File: config.mk
export PLATFORM = sky130hd
export DESIGN_NAME = target_net_max_unit
export DESIGN_NICKNAME = d
export VERILOG_FILES = /design/src/rtl/target_net_max_unit.sv
export SDC_FILE = /design/constraint.sdc
export NUM_CORES = 1
export LEC_CHECK = 0
export BUFFER_PORTS_ARGS = -buffer_cell sky130_fd_sc_hd__buf_2
export CAP_MARGIN = 30
export CORE_MARGIN = 3
export CORE_UTILIZATION = 24
export DETAILED_ROUTE_END_ITERATION = 16
export PLACE_DENSITY = 0.39
export SLEW_MARGIN = 0
export SYNTH_ARGS = -nofsm -noshare
export SYNTH_HDL_FRONTEND = slang
export SYNTH_SLANG_ARGS = --single-unit
File: constraint.sdc
create_clock -name clk -period 5.35 [get_ports clk]
set_input_delay 1.07 -clock clk [delete_from_list [all_inputs] [get_ports clk]]
set_output_delay 1.07 -clock clk [all_outputs]
set_load 0.02 [all_outputs]
File: src/rtl/target_net_max_unit.sv
// target_net_max_unit
// Streaming max-reduction over NUMBER_OF_OUTPUT_NODE IEEE-754 single-precision
// Q-values. One sample per i_valid beat; the frame maximum is presented on
// o_data with a one-cycle o_valid pulse after the last sample of the frame.
// Optional: define TARGET_MAX_INDEX_EN to add o_index (argmax position,
// earliest index wins on ties).
// Note: rst_n is a synchronous, ACTIVE-HIGH reset despite its name.

module target_net_max_unit #(
  parameter int DATA_WIDTH            = 32,
  parameter int NUMBER_OF_OUTPUT_NODE = 3,
  localparam int CW = (NUMBER_OF_OUTPUT_NODE > 1) ? $clog2(NUMBER_OF_OUTPUT_NODE) : 1
) (
  input  logic                  clk,
  input  logic                  rst_n,
  input  logic                  i_valid,
  input  logic [DATA_WIDTH-1:0] i_data,
  output logic [DATA_WIDTH-1:0] o_data,
`ifdef TARGET_MAX_INDEX_EN
  output logic [CW-1:0]         o_index,
`endif
  output logic                  o_valid
);

  localparam logic [CW-1:0] LAST = CW'(NUMBER_OF_OUTPUT_NODE - 1);

  logic [CW-1:0]         count_q,  count_d;
  logic [DATA_WIDTH-1:0] runMax_q, runMax_d;
  logic [DATA_WIDTH-1:0] data_q,   data_d;
  logic                  valid_q,  valid_d;
  logic                  isLast;
  logic                  takeNew;
  logic [DATA_WIDTH-1:0] candMax;
`ifdef TARGET_MAX_INDEX_EN
  logic [CW-1:0]         runIdx_q, runIdx_d;
  logic [CW-1:0]         index_q,  index_d;
  logic [CW-1:0]         candIdx;
`endif

  // Bit-pattern float ordering: sign decides first (with +0 == -0), then the
  // magnitude field, reversed for negatives. Equal patterns are not greater,
  // and NaN/Inf get no special treatment.
  function automatic logic floatGreater(input logic [DATA_WIDTH-1:0] a,
                                        input logic [DATA_WIDTH-1:0] b);
    logic [DATA_WIDTH-2:0] magA;
    logic [DATA_WIDTH-2:0] magB;
    logic                  gt;
    magA = a[DATA_WIDTH-2:0];
    magB = b[DATA_WIDTH-2:0];
    if (a[DATA_WIDTH-1] != b[DATA_WIDTH-1]) begin
      if ((magA == '0) && (magB == '0)) begin
        gt = 1'b0;
      end else begin
        gt = ~a[DATA_WIDTH-1];
      end
    end else if (!a[DATA_WIDTH-1]) begin
      gt = (magA > magB);
    end else begin
      gt = (magA < magB);
    end
    return gt;
  endfunction

  // Next-state: fold each accepted sample into the running max and close the
  // frame on the last sample; the first sample of a frame always seeds the max.
  always_comb begin
    count_d  = count_q;
    runMax_d = runMax_q;
    data_d   = data_q;
    valid_d  = 1'b0;
    isLast   = (count_q == LAST);
    takeNew  = (count_q == '0) || floatGreater(i_data, runMax_q);
    candMax  = takeNew ? i_data : runMax_q;
`ifdef TARGET_MAX_INDEX_EN
    runIdx_d = runIdx_q;
    index_d  = index_q;
    candIdx  = takeNew ? count_q : runIdx_q;
`endif
    if (i_valid) begin
      runMax_d = candMax;
`ifdef TARGET_MAX_INDEX_EN
      runIdx_d = candIdx;
`endif
      if (isLast) begin
        count_d = '0;
        data_d  = candMax;
        valid_d = 1'b1;
`ifdef TARGET_MAX_INDEX_EN
        index_d = candIdx;
`endif
      end else begin
        count_d = count_q + CW'(1);
      end
    end
  end

  // State registers; reset wins over any sample arriving in the same cycle.
  always_ff @(posedge clk) begin
    if (rst_n) begin
      count_q  <= '0;
      runMax_q <= '0;
      data_q   <= '0;
      valid_q  <= 1'b0;
`ifdef TARGET_MAX_INDEX_EN
      runIdx_q <= '0;
      index_q  <= '0;
`endif
    end else begin
      count_q  <= count_d;
      runMax_q <= runMax_d;
      data_q   <= data_d;
      valid_q  <= valid_d;
`ifdef TARGET_MAX_INDEX_EN
      runIdx_q <= runIdx_d;
      index_q  <= index_d;
`endif
    end
  end

  assign o_data  = data_q;
  assign o_valid = valid_q;
`ifdef TARGET_MAX_INDEX_EN
  assign o_index = index_q;
`endif

endmodule

==> run_results.csv <==
group,metric,value,unit
grt,antenna_found_initial,0,
final_layout,synthToLayoutAreaGrowth,21.1,%
power,seqPwrFrac,37.8,%
power,switching_share,30.2,%
route,drt_iter0_markers,231,
yosys,syn_area,3810,um2
sta,setup_viol,0,
final_layout,diodes,0,
floorplan,die_h,132,um
critical_path,start_kind,"input pin",
yosys,yosysWarnings,0,
grt,grt_usage,16.0,%
sta,tightest_slew,0.787,ns
floorplan,initial_utilization,24.8,%
clocking,ctsResizeCount,0,
grt,grt_pass1_vias,3880,
route,routed_via_density,5.34,
power,p_int,0.00101,W
floorplan,core,15400,um2
route,routed_wl,13700,um
floorplan,rows,45,
floorplan,die_w,132,um
clocking,clock_latency,0.35,ns
clocking,cts_num_sinks,67,
status,run_status,"complete, no violations",
power,comb_power_share,19.0,%
critical_path,critPathArrivalTime,4.29,ns
sta,grt_setup_unrepaired,"no",
route,vias,3816,
grt,grt_max_degree,44,
placement,hpwl,9480,um
critical_path,r2r-end,"runMax_q[0]",
worst_hold_path,min-delay-start,"o_data[31]",
sta,fin_ws,1.33,ns
floorplan,die-area,17400,um2
critical_path,cp_max_fo,32,
critical_path,rr_worst_depth,10,
sta,period_minus_slack,4.02,ns
route,detail-route-antenna-nets,0,
grt,overflow,0,
critical_path,worstSetupPathType,"input pin to flop",
clocking,postCtsHoldBufs,0,
grt,grt_pass1_wl,22200,um
sta,period_share,75.1,%
clocking,cts_max_path_buffers,2,
critical_path,end_kind,"flop",
placement,pre_cts_slack,1.01,ns
route,dr.pass1.iters,4,
clocking,cts.htree.levels,3,
floorplan,ios,68,
yosys,syn_inst,454,
worst_hold_path,whs_path_depth,2,
yosys,synth_cell_types,37,
worst_hold_path,hp-class,"flop to flop",
final_layout,fin_nets,564,
critical_path,r2r_start,"runMax_q[2]",
power,power.leakage,1.68,nW
yosys,ys_seq_area_share,35.2,%
yosys,ys_ff_latch,67,
final_layout,fin_util,30.0,%
sta,maxSlewViolCount,0,
clocking,ctsRootBufferMaster,"clkbuf_16",
final_layout,drive_gt1_share,20.9,%
route,routedWlPerCell,19.2,um
sta,finClkSkew,0.0104,ns
yosys,syn_nets,520,
yosys,syn_area_per_cell,8.40,um2
critical_path,cp.required,5.62,ns
placement,port_buffers,67,
sta,finalSetupTns,0,ns
clocking,cts_buffers,9,
route,drcViolationCount,0,
sta,relSlewSlack,47.5,%
clocking,cts_tree,"yes",
power,ir_drop,170,uV
sta,finalHoldViolCount,0,
worst_hold_path,whs_endpoint,"o_data[31]",
clocking,path_clk_slew,0.05,ns
power,p_clk_share,43.2,%
power,powerDensity,314,nW/um2
placement,gp_congestion,0.785,
job,cap_violations,0,
power,p_sw,0.000438,W
critical_path,r2r_slack,1.79,ns
sta,fmax,249,MHz
clocking,cts_setup_buffers,0,
-- layer usage --
layer,global-route usage [%],wire length (um)
met1,22.4,6830
met2,23.6,5860
met3,3.82,708
met4,6.59,333
met5,0,0
-- how the worst max path moves through the flow --
stage | cells past startpoint | endpoint | slack [ns] | start
floorplan | 9 | runMax_q[10] | 2.33 | i_data[2]
global placement | 10 | runMax_q[0] | 1.06 | i_data[2]
detailed placement | 10 | runMax_q[0] | 1.01 | i_data[2]
CTS | 10 | runMax_q[0] | 1.34 | i_data[2]
global route | 10 | runMax_q[28] | 1.10 | i_data[18]
finish | 10 | runMax_q[0] | 1.33 | i_data[2]
-- cells in the final DEF (no fill, tap or decap), types with 2 or more instances in the layout --
cell type	count
a21oi_1	15
a311oi_1	9
a31oi_1	23
buf_2	67
buf_4	8
clkbuf_1	3
clkbuf_16	9
clkbuf_8	3
dfxtp_1	67
ha_1	31
inv_1	34
nand2_1	15
nand3_1	35
nand3b_1	2
nand4_1	9
nor2_1	15
nor4_1	16
nor4_2	2
o2111ai_1	31
o21ai_0	48
o21ai_1	10
o31ai_1	31
or2_2	2
-- synthesized netlist by cell type --
master	number	share of area (%)
o31a_2	1	0.26
o21ai_0	48	6.3
a311oi_1	9	2.1
nand2_1	15	1.5
o211ai_2	1	0.33
o2111ai_1	31	7.1
buf_2	7	0.92
clkbuf_2	1	0.13
nand3_1	35	4.6
nor3_1	1	0.13
clkbuf_1	28	2.8
o21ai_1	11	1.4
o32a_2	1	0.30
o311ai_2	1	0.43
a211oi_2	1	0.33
a21oi_1	15	2.0
a31oi_1	23	3.8
nand2b_1	1	0.16
o31ai_4	1	0.56
dfxtp_1	67	35
ha_1	31	10
a221oi_2	1	0.39
nor4_1	16	2.6
a21oi_2	1	0.23
or2_2	2	0.33
buf_6	1	0.30
a211oi_1	1	0.20
nand3b_1	2	0.39
nand4_1	9	1.5
nor2_1	16	1.6
buf_4	6	1.2
nor4_2	2	0.66
o31ai_1	31	6.1
inv_1	34	3.3
a31oi_2	1	0.33
o21a_1	1	0.20
mux2i_1	1	0.26
-- stage by stage --
step                      power (W)  hold slack [ns]  cells  cell area, um2
after global placement     0.000830            0.449    697            4280
after CTS                   0.00147            0.464    714            4620
after global routing        0.00152            0.482    714            4620
after detailed placement   0.000833            0.457    698            4310
final                       0.00145            0.463    714            4620
after floorplan            0.000735            0.465    454            3810
-- state kept, by name, summed over array words and instances (netlist names) --
register	count
o_data	32
runMax_q	32
count_q	2
o_valid	1
-- area by class of cell --
class | count | area (um2)
tap | 211 | 264
clock buffer | 15 | 278
multi-input combinational | 310 | 2150
timing repair buffer | 76 | 423
sequential | 67 | 1340
clock inverter | 1 | 30.0
fill | 1677 | 10800
inverter | 34 | 128
-- logic make-up after synthesis --
family	count (synthesis)	share of synthesized area, %
compound gates	179	32.3
simple gates	99	13.4
buf+inv	77	8.63
flops	67	35.2
fa+ha+maj	31	10.2
mux	1	0.263
-- power by group through the flow --
stage                     logic, W  registers (W)  clock network (W)
after global placement    0.000273       0.000557                  0
after CTS                 0.000278       0.000547           0.000644
after floorplan           0.000178       0.000557                  0
after detailed placement  0.000276       0.000557                  0
final                     0.000275       0.000547           0.000626
after global routing      0.000309       0.000549           0.000665
-- worst max-delay path, stage by stage --
cell      delay, ns
buf_2          0.13
ha_1           0.33
a21oi_1        0.15
a21oi_1        0.10
o311ai_2       0.34
o211ai_2       0.22
o31a_2         0.67
a21oi_2        0.65
buf_4          0.40
mux2i_1        0.21
Power figures use the tool's default switching activity.
